===== config.mk =====
export PLATFORM = sky130hd
export DESIGN_NAME = pipe_hazard_ctrl_flat
export DESIGN_NICKNAME = d
export VERILOG_FILES = /design/src/rtl/pipe_hazard_if.sv /design/src/rtl/pipe_hazard_ctrl.sv /design/src/flat_wrapper.sv
export SDC_FILE = /design/constraint.sdc
export NUM_CORES = 1
export LEC_CHECK = 0
export BUFFER_PORTS_ARGS = -buffer_cell sky130_fd_sc_hd__buf_2
export CORE_MARGIN = 5
export CORE_UTILIZATION = 45
export CTS_BUF_LIST = sky130_fd_sc_hd__clkbuf_2
export CTS_CLUSTER_SIZE = 28
export DETAILED_ROUTE_END_ITERATION = 16
export PLACE_DENSITY_LB_ADDON = 0.08
export SLEW_MARGIN = 20
export SYNTH_ARGS = -nofsm -noshare
export SYNTH_HDL_FRONTEND = slang
export SYNTH_SLANG_ARGS = --single-unit

===== constraint.sdc =====
create_clock -name clk -period 5.78 [get_ports clk]
set_clock_uncertainty 0.1 [all_clocks]
set_input_delay 1.156 -clock clk [delete_from_list [all_inputs] [get_ports clk]]
set_output_delay 1.156 -clock clk [all_outputs]
set_load 0.05 [all_outputs]

===== src/rtl/pipe_hazard_if.sv =====
// Hazard-control bundle between the pipeline datapath and pipe_hazard_ctrl.
// The datapath side uses the master modport; the controller uses slave.
interface pipe_hazard_if;
    logic [4:0] rs_D;
    logic [4:0] rt_D;
    logic [1:0] tuse_rs_D;
    logic [1:0] tuse_rt_D;
    logic       md_D;
    logic [4:0] a3_E;
    logic       we_E;
    logic [1:0] tnew_E;
    logic [4:0] a3_M;
    logic       we_M;
    logic [1:0] tnew_M;
    logic [1:0] md_op_E;
    logic       stall;
    logic       pc_en;
    logic       d_en;
    logic       e_clr;
    logic       md_start;
    logic       md_busy;
    logic       md_done;

    modport master (
        output rs_D, rt_D, tuse_rs_D, tuse_rt_D, md_D,
        output a3_E, we_E, tnew_E, a3_M, we_M, tnew_M, md_op_E,
        input  stall, pc_en, d_en, e_clr, md_start, md_busy, md_done
    );

    modport slave (
        input  rs_D, rt_D, tuse_rs_D, tuse_rt_D, md_D,
        input  a3_E, we_E, tnew_E, a3_M, we_M, tnew_M, md_op_E,
        output stall, pc_en, d_en, e_clr, md_start, md_busy, md_done
    );
endinterface


===== src/rtl/pipe_hazard_ctrl.sv =====
// Stall/flush controller: Tuse/Tnew RAW detection plus IDLE/BUSY sequencing of the mult/div unit.
// Optional HAZARD_PERF_EN adds a saturating 32-bit stall-cycle counter on port stall_cnt.
module pipe_hazard_ctrl #(
    parameter int unsigned MULT_CYCLES = 5,
    parameter int unsigned DIV_CYCLES  = 10,
    parameter int unsigned CNT_W       = 4
) (
    input  logic          clk,
    input  logic          reset,
`ifdef HAZARD_PERF_EN
    output logic [31:0]   stall_cnt,
`endif
    pipe_hazard_if.slave  hz
);

    localparam int unsigned PERF_W = 32;

    typedef enum logic {IDLE = 1'b0, BUSY = 1'b1} md_state_e;

    md_state_e        state_q;
    logic [CNT_W-1:0] cnt_q;
    logic             md_busy_q;
    logic             md_done_q;

    logic             hz_rs;
    logic             hz_rt;
    logic             hz_md;
    logic             md_op_valid;
    logic             md_start_c;
    logic             stall_c;
    logic [CNT_W-1:0] md_load;

    // RAW hazard: producer in E/M writes the register and its result arrives later than D needs it
    always_comb begin
        hz_rs = (hz.rs_D != 5'd0) &&
                ((hz.we_E && (hz.a3_E == hz.rs_D) && (hz.tnew_E > hz.tuse_rs_D)) ||
                 (hz.we_M && (hz.a3_M == hz.rs_D) && (hz.tnew_M > hz.tuse_rs_D)));
        hz_rt = (hz.rt_D != 5'd0) &&
                ((hz.we_E && (hz.a3_E == hz.rt_D) && (hz.tnew_E > hz.tuse_rt_D)) ||
                 (hz.we_M && (hz.a3_M == hz.rt_D) && (hz.tnew_M > hz.tuse_rt_D)));
    end

    always_comb begin
        md_op_valid = (hz.md_op_E == 2'b01) || (hz.md_op_E == 2'b10);
        md_start_c  = (state_q == IDLE) && md_op_valid && !reset;
        md_load     = (hz.md_op_E == 2'b01) ? CNT_W'(MULT_CYCLES) : CNT_W'(DIV_CYCLES);
        hz_md       = hz.md_D && (md_busy_q || md_start_c);
        stall_c     = !reset && (hz_rs || hz_rt || hz_md);
    end

    assign hz.stall    = stall_c;
    assign hz.pc_en    = !stall_c;
    assign hz.d_en     = !stall_c;
    assign hz.e_clr    = stall_c || reset;
    assign hz.md_start = md_start_c;
    assign hz.md_busy  = md_busy_q;
    assign hz.md_done  = md_done_q;

    // MD sequencer; md_done is pre-computed so it is high exactly while cnt_q == 1
    always_ff @(posedge clk) begin
        if (reset) begin
            state_q   <= IDLE;
            cnt_q     <= '0;
            md_busy_q <= 1'b0;
            md_done_q <= 1'b0;
        end else begin
            case (state_q)
                IDLE: begin
                    md_done_q <= 1'b0;
                    if (md_start_c) begin
                        state_q   <= BUSY;
                        cnt_q     <= md_load;
                        md_busy_q <= 1'b1;
                        md_done_q <= (md_load == CNT_W'(1));
                    end
                end
                BUSY: begin
                    if (cnt_q <= CNT_W'(1)) begin
                        state_q   <= IDLE;
                        cnt_q     <= '0;
                        md_busy_q <= 1'b0;
                        md_done_q <= 1'b0;
                    end else begin
                        cnt_q     <= cnt_q - CNT_W'(1);
                        md_done_q <= (cnt_q == CNT_W'(2));
                    end
                end
                default: begin
                    state_q   <= IDLE;
                    cnt_q     <= '0;
                    md_busy_q <= 1'b0;
                    md_done_q <= 1'b0;
                end
            endcase
        end
    end

`ifdef HAZARD_PERF_EN
    logic [PERF_W-1:0] stall_cnt_q;

    // Saturating count of stalled cycles
    always_ff @(posedge clk) begin
        if (reset) begin
            stall_cnt_q <= '0;
        end else if (stall_c && (stall_cnt_q != {PERF_W{1'b1}})) begin
            stall_cnt_q <= stall_cnt_q + PERF_W'(1);
        end
    end

    assign stall_cnt = stall_cnt_q;
`endif

endmodule


===== src/flat_wrapper.sv =====
// flat-port wrapper written by rule: the top's interface ports become plain ports
module pipe_hazard_ctrl_flat 
#(
    parameter int unsigned MULT_CYCLES = 5,
    parameter int unsigned DIV_CYCLES  = 10,
    parameter int unsigned CNT_W       = 4
)
  (clk, reset, hz_rs_D, hz_rt_D, hz_tuse_rs_D, hz_tuse_rt_D, hz_md_D, hz_a3_E, hz_we_E, hz_tnew_E, hz_a3_M, hz_we_M, hz_tnew_M, hz_md_op_E, hz_stall, hz_pc_en, hz_d_en, hz_e_clr, hz_md_start, hz_md_busy, hz_md_done);
  pipe_hazard_if hz_i ();
  input  logic clk;
  input  logic reset;
  input wire logic [$bits(hz_i.rs_D)-1:0] hz_rs_D;
  input wire logic [$bits(hz_i.rt_D)-1:0] hz_rt_D;
  input wire logic [$bits(hz_i.tuse_rs_D)-1:0] hz_tuse_rs_D;
  input wire logic [$bits(hz_i.tuse_rt_D)-1:0] hz_tuse_rt_D;
  input wire logic [$bits(hz_i.md_D)-1:0] hz_md_D;
  input wire logic [$bits(hz_i.a3_E)-1:0] hz_a3_E;
  input wire logic [$bits(hz_i.we_E)-1:0] hz_we_E;
  input wire logic [$bits(hz_i.tnew_E)-1:0] hz_tnew_E;
  input wire logic [$bits(hz_i.a3_M)-1:0] hz_a3_M;
  input wire logic [$bits(hz_i.we_M)-1:0] hz_we_M;
  input wire logic [$bits(hz_i.tnew_M)-1:0] hz_tnew_M;
  input wire logic [$bits(hz_i.md_op_E)-1:0] hz_md_op_E;
  output wire logic [$bits(hz_i.stall)-1:0] hz_stall;
  output wire logic [$bits(hz_i.pc_en)-1:0] hz_pc_en;
  output wire logic [$bits(hz_i.d_en)-1:0] hz_d_en;
  output wire logic [$bits(hz_i.e_clr)-1:0] hz_e_clr;
  output wire logic [$bits(hz_i.md_start)-1:0] hz_md_start;
  output wire logic [$bits(hz_i.md_busy)-1:0] hz_md_busy;
  output wire logic [$bits(hz_i.md_done)-1:0] hz_md_done;
  assign hz_i.rs_D = hz_rs_D;
  assign hz_i.rt_D = hz_rt_D;
  assign hz_i.tuse_rs_D = hz_tuse_rs_D;
  assign hz_i.tuse_rt_D = hz_tuse_rt_D;
  assign hz_i.md_D = hz_md_D;
  assign hz_i.a3_E = hz_a3_E;
  assign hz_i.we_E = hz_we_E;
  assign hz_i.tnew_E = hz_tnew_E;
  assign hz_i.a3_M = hz_a3_M;
  assign hz_i.we_M = hz_we_M;
  assign hz_i.tnew_M = hz_tnew_M;
  assign hz_i.md_op_E = hz_md_op_E;
  assign hz_stall = hz_i.stall;
  assign hz_pc_en = hz_i.pc_en;
  assign hz_d_en = hz_i.d_en;
  assign hz_e_clr = hz_i.e_clr;
  assign hz_md_start = hz_i.md_start;
  assign hz_md_busy = hz_i.md_busy;
  assign hz_md_done = hz_i.md_done;
  pipe_hazard_ctrl #(.MULT_CYCLES(MULT_CYCLES), .DIV_CYCLES(DIV_CYCLES), .CNT_W(CNT_W)) u_core (.clk(clk), .reset(reset), .hz(hz_i));
endmodule

Word level (Yosys, flattened, before mapping)
Index checks and enable logic that the tools add are counted.

storage, ports and cells
  memories kept = 0
  bits in writable memories = 0
  latch bits = 0
  logic and storage cells = 60
  memory bits (read-only) = 0
  register bits = 7
  output and inout bits = 7
  input port bits = 35

operators by class
  eq/ne operators = 10
  magnitude comparators = 5
  multiplexer cells = 13
  shifts and indexed selects = 0
  reductions and logical operators = 26
  div/mod/pow operators = 0
  add/subtract/negate cells = 1
  multiply operators = 0
  bitwise operators = 1

operator list
  cell                                                                   count
  5-bit equality test                                                    4
  1-bit logical AND                                                      14
  4-bit two-way mux                                                      3
  5-bit nonzero test                                                     2
  2-bit > comparator                                                     4
  4-bit one-hot mux with 2 select lines                                  1
  1-bit logical OR                                                       7
  1-bit two-way mux                                                      6
  1-bit one-hot mux with 2 select lines                                  3
  4-bit by 1-bit equality test with 1-bit output, second input constant  1
  4-bit by 2-bit equality test with 1-bit output, second input constant  1
  4-bit by 1-bit <= comparator with 1-bit output, second input constant  1
  2-bit != test, second input constant                                   2
  4-bit by 1-bit subtractor with 4-bit output, second input constant     1
  2-bit by 1-bit equality test with 1-bit output, second input constant  1
  2-bit equality test, second input constant                             1
  1-bit zero test                                                        2
  2-bit AND reduction                                                    1
  1-bit NOT                                                              1

Logic depth before layout (Yosys ltp)
  word-level depth = 9
  depth in mapped cells = 8
  depth with buffers taken out = 7

Worst setup path after synthesis
OpenSTA, ideal clock, no wires.

  path kind = input-to-output
  from = in hz_md_op_E[1]
  to = out hz_stall
  arrival time = 3.119 ns
  stages = 5
  buffers on the path = 0
  setup slack = 1.405 ns
  path through = inv_1 > ha_1 > nor3_4 > o21ai_0 > a31oi_1

between the ends
  cells in the longest elaborated chain, start to end = 8
  elaborated cells between the ends (all ways) = 9
  those cells by class = eq/ne (2); reduce/logical (7)

RTL lines
  element                                                                                       line                    RTL
  start, declared                                                                               flat_wrapper.sv:23      input wire logic [$bits(hz_i.md_op_E)-1:0] hz_md_op_E;
  2-bit by 1-bit equality test with 1-bit output / 2-bit equality test (equally long branches)  pipe_hazard_ctrl.sv:44  md_op_valid = (hz.md_op_E == 2'b01) || (hz.md_op_E == 2'b10);
  1-bit logical OR *                                                                            pipe_hazard_ctrl.sv:44
  1-bit logical AND * (2 in series)                                                             pipe_hazard_ctrl.sv:45  md_start_c = (state_q == IDLE) && md_op_valid && !reset;
  net hz_md_start                                                                               flat_wrapper.sv:28      output wire logic [$bits(hz_i.md_start)-1:0] hz_md_start;
  1-bit logical OR *                                                                            pipe_hazard_ctrl.sv:47  hz_md = hz.md_D && (md_busy_q || md_start_c);
  1-bit logical AND *                                                                           pipe_hazard_ctrl.sv:47
  1-bit logical OR *                                                                            pipe_hazard_ctrl.sv:48  stall_c = !reset && (hz_rs || hz_rt || hz_md);
  1-bit logical AND *                                                                           pipe_hazard_ctrl.sv:48
  end, declared                                                                                 flat_wrapper.sv:24      output wire logic [$bits(hz_i.stall)-1:0] hz_stall;

The timed path passes the listed nets; every way through them passes the cells marked *.

Worst setup path after layout
  from = in hz_tuse_rs_D[1]
  to = out hz_stall

between the ends
  cells in the longest elaborated chain, start to end = 7
  elaborated cells between the ends (all ways) = 9
  those cells by class = order compare (2); reduce/logical (7)

RTL lines
  element                                line                                            RTL
  start, declared                        flat_wrapper.sv:14                              input wire logic [$bits(hz_i.tuse_rs_D)-1:0] hz_tuse_rs_D;
  2-bit > comparator (on tied branches)  pipe_hazard_ctrl.sv:36, pipe_hazard_ctrl.sv:37
  1-bit logical AND (on tied branches)   pipe_hazard_ctrl.sv:36, pipe_hazard_ctrl.sv:37
  1-bit logical OR *                     pipe_hazard_ctrl.sv:36                          ((hz.we_E && (hz.a3_E == hz.rs_D) && (hz.tnew_E > hz.tuse_rs_D)) ||
  1-bit logical AND *                    pipe_hazard_ctrl.sv:35                          hz_rs = (hz.rs_D != 5'd0) &&
  1-bit logical OR * (2 in series)       pipe_hazard_ctrl.sv:48
  1-bit logical AND *                    pipe_hazard_ctrl.sv:48

Every way passes the cells marked *; elsewhere a longest branch is shown, timed or not.

==> impl_metrics.ini <==
[status]
status = complete, no violations

[floorplan]
die-area_um2 = 2900
rows = 15
fp.coreArea_um2 = 1780
initial_core_utilization_pct = 48.6
floorplan.io_pins = 42
die_h_um = 53.9
fp.dieW_um = 53.9

[drt]
vias_per_cell = 5.10
detail_route.first_pass.iterations = 4
drt_drc_violations_left = 0
via_count = 898
antenna_violating_nets_post_route = 0
avgRoutedWirePerCell_um = 12.1
total_routed_length_um = 2130
detail_route.iter0.violations = 22

[pwr]
total_leakage_power_uw = 0.000519
fraction_of_power_consumed_by_the_clock_network_pct = 17.7
internal-power_uw = 118
swShare_pct = 42.8
power.density_nw_per_um2 = 186
switchingPower_uw = 88.1
vdd_ir_drop_max_mv = 0.135
p_comb_share_pct = 51.1
total_power_uw = 206
power.share.sequential_pct = 31.2

[synthesis]
number_of_storage_elements_in_the_synthesis_netlist = 7
postSynth.asyncResetShare_pct = 0
netlist-cell-type-count = 29
synth_nets = 156
sequential_area_share_after_synthesis_pct = 16.2
postSynth.topFlopCell = sky130_fd_sc_hd__dfxtp_1
synth_edf_count = 0
synth.avg_cell_area_um2 = 7.94
syn-instance-count = 109
syn-cell-area_um2 = 866
ys_warn_count = 0

[sta]
setup-tns-final_ns = 0
finalCriticalPeriod_ns = 4.13
hold_ws_ns = 0.437
grt_setup_unrepaired = false
finalHoldViolCount = 0
finalSetupViolCount = 0
layout_worst_path_cycle_share_pct = 71.5
timing.max_slew.rel_slack_pct = 71.3
drv_slew = 0
final.setup.worst_slack_ns = 1.65
achievable-frequency_mhz = 242
worstMarginPinSlew_ns = 0.430

[global_routing]
grt_first_pass_wirelength_um = 3630
grt_use_total_pct = 16.9
via_count_of_the_first_global_routing_pass = 912
antenna_found_initial = 0
grt_overflow = 0
grt_start_max_net_pins = 12

[worst_setup_path]
critical_path.startpoint_type = primary input
worstSetupEndpointType = primary output
crit_type = in2out
worst_r2r_startpoint = u_core.cnt_q[0]
critical_path_peak_fanout = 3
cp-startpoint = hz_tuse_rs_D[1]
worst_path_required_ns = 4.52
cp.arrival_ns = 2.88

[cts]
cts_max_level = 1
cts_hold_buffers = 0
worstSkewPairLatency_ns = 0.24
tritoncts = yes
cts_root_buf = sky130_fd_sc_hd__clkbuf_2
ctsResizeCount = 0
cts_buffer_depth = 2
clkSinkCount = 7
clk_pin_slew_worst_paths_ns = 0.06
cts_made_buffers = 3
cts.repair_timing.setup_buffer_count = 0

[layout]
area_occupied_by_multi_input_gates_um2 = 658
nets = 199
finish.utilization_pct = 61.9
layout_commonest_cell = sky130_fd_sc_hd__buf_2
final_cell_mix = 41 x sky130_fd_sc_hd__buf_2, 14 x sky130_fd_sc_hd__xnor2_1, 13 x sky130_fd_sc_hd__inv_1, 12 x sky130_fd_sc_hd__ha_1, 7 x sky130_fd_sc_hd__dfxtp_1
insertedDiodeCount = 0
area_growth_syn_to_layout_pct = 27.5
post_route_cells_drive_above_1_share_pct = 30.5
layout.area.seq_um2 = 140
filler_cell_count = 169

[min_path]
min-delay-path-class = reg2reg
hold_path_startpoint = u_core.hz.md_busy

[placed_design]
placement.io_buffers = 41
place_ws_ns = 1.69
gp_congestion = 0.817
place_hpwl_um = 1850

[job]
maxcap_violations = 0
==> power by group through the flow <==
stage	Combinational [uW]	Sequential, uW	Clock (uW)
after detailed placement	104	64.8	0
after floorplan	73.5	65.0	0
after CTS	105	63.8	38.1
after global routing	118	65.2	39.5
final	105	64.1	36.5
after global placement	103	64.7	0
==> Yosys cell counts (3+ instances only) <==
cell	instances	area, um2
sky130_fd_sc_hd__nand3_1	4	20.0
sky130_fd_sc_hd__o22ai_1	3	18.8
sky130_fd_sc_hd__inv_1	13	48.8
sky130_fd_sc_hd__nand2_1	5	18.8
sky130_fd_sc_hd__xor2_1	6	52.6
sky130_fd_sc_hd__ha_1	12	150
sky130_fd_sc_hd__nor3_1	5	25.0
sky130_fd_sc_hd__xnor2_1	14	123
sky130_fd_sc_hd__nor4_1	4	25.0
sky130_fd_sc_hd__a21oi_1	6	30.0
sky130_fd_sc_hd__nor2_1	5	18.8
sky130_fd_sc_hd__dfxtp_1	7	140
==> metrics by stage <==
| step | instance area [um2] | instances |
|---|---|---|
| 2_1_floorplan | 866 | 109 |
| 6_report | 1100 | 176 |
| 4_1_cts | 1100 | 176 |
| 3_3_place_gp | 1080 | 172 |
| 3_5_place_dp | 1080 | 172 |
| 5_1_grt | 1100 | 176 |
==> worst max-delay path, stage by stage <==
cell                       delay (ns)
sky130_fd_sc_hd__buf_2           0.09
sky130_fd_sc_hd__inv_1           0.08
sky130_fd_sc_hd__ha_1            0.24
sky130_fd_sc_hd__a21boi_0        0.23
sky130_fd_sc_hd__nand4_1         0.14
sky130_fd_sc_hd__nor4_1          0.30
sky130_fd_sc_hd__o22ai_1         0.16
sky130_fd_sc_hd__a31oi_1         0.19
sky130_fd_sc_hd__buf_2           0.29
==> final cells by class <==
type	count	share of cell area (%)
clock buffers	4	1.81
repair buffers	41	18.6
well taps	25	2.83
inverters	13	4.42
multi-input cells	86	59.6
flip-flops and latches	7	12.7
==> per-layer routing <==
layer  GRT usage [%]  up-vias  routed length, um
li1                -      473                  -
met1            22.8      376               1070
met2            26.6       45                830
met3            5.54        4                220
met4            2.55        0                 14
met5               0        -                  0
==> state kept, by name, summed over array words and instances, names as in the netlist <==
name	cells
u_core.hz.md_busy	1
u_core.cnt_q	4
u_core.state_q	1
u_core.hz.md_done	1
==> path summary, 6_finish.rpt <==
kind / endpoint / slack, ns / cells after the start
max: hz_stall / 1.65 / 9
min: u_core.hz.md_busy / 0.44 / 2
max reg2reg: u_core.cnt_q[3] / 4.02 / 6
min reg2reg: u_core.hz.md_busy / 0.44 / 2
==> cell families after synthesis <==
family	after synthesis	synth area share, %
AO/OA/AOI/OAI	23	17.6
XOR/XNOR	20	20.2
adder cells (fa/ha/maj)	12	17.3
buffers and inverters	16	7.80
flip-flops	7	16.2
multiplexers	2	2.31
AND/OR/NAND/NOR	29	18.5
(Power assumes the default switching activity.)
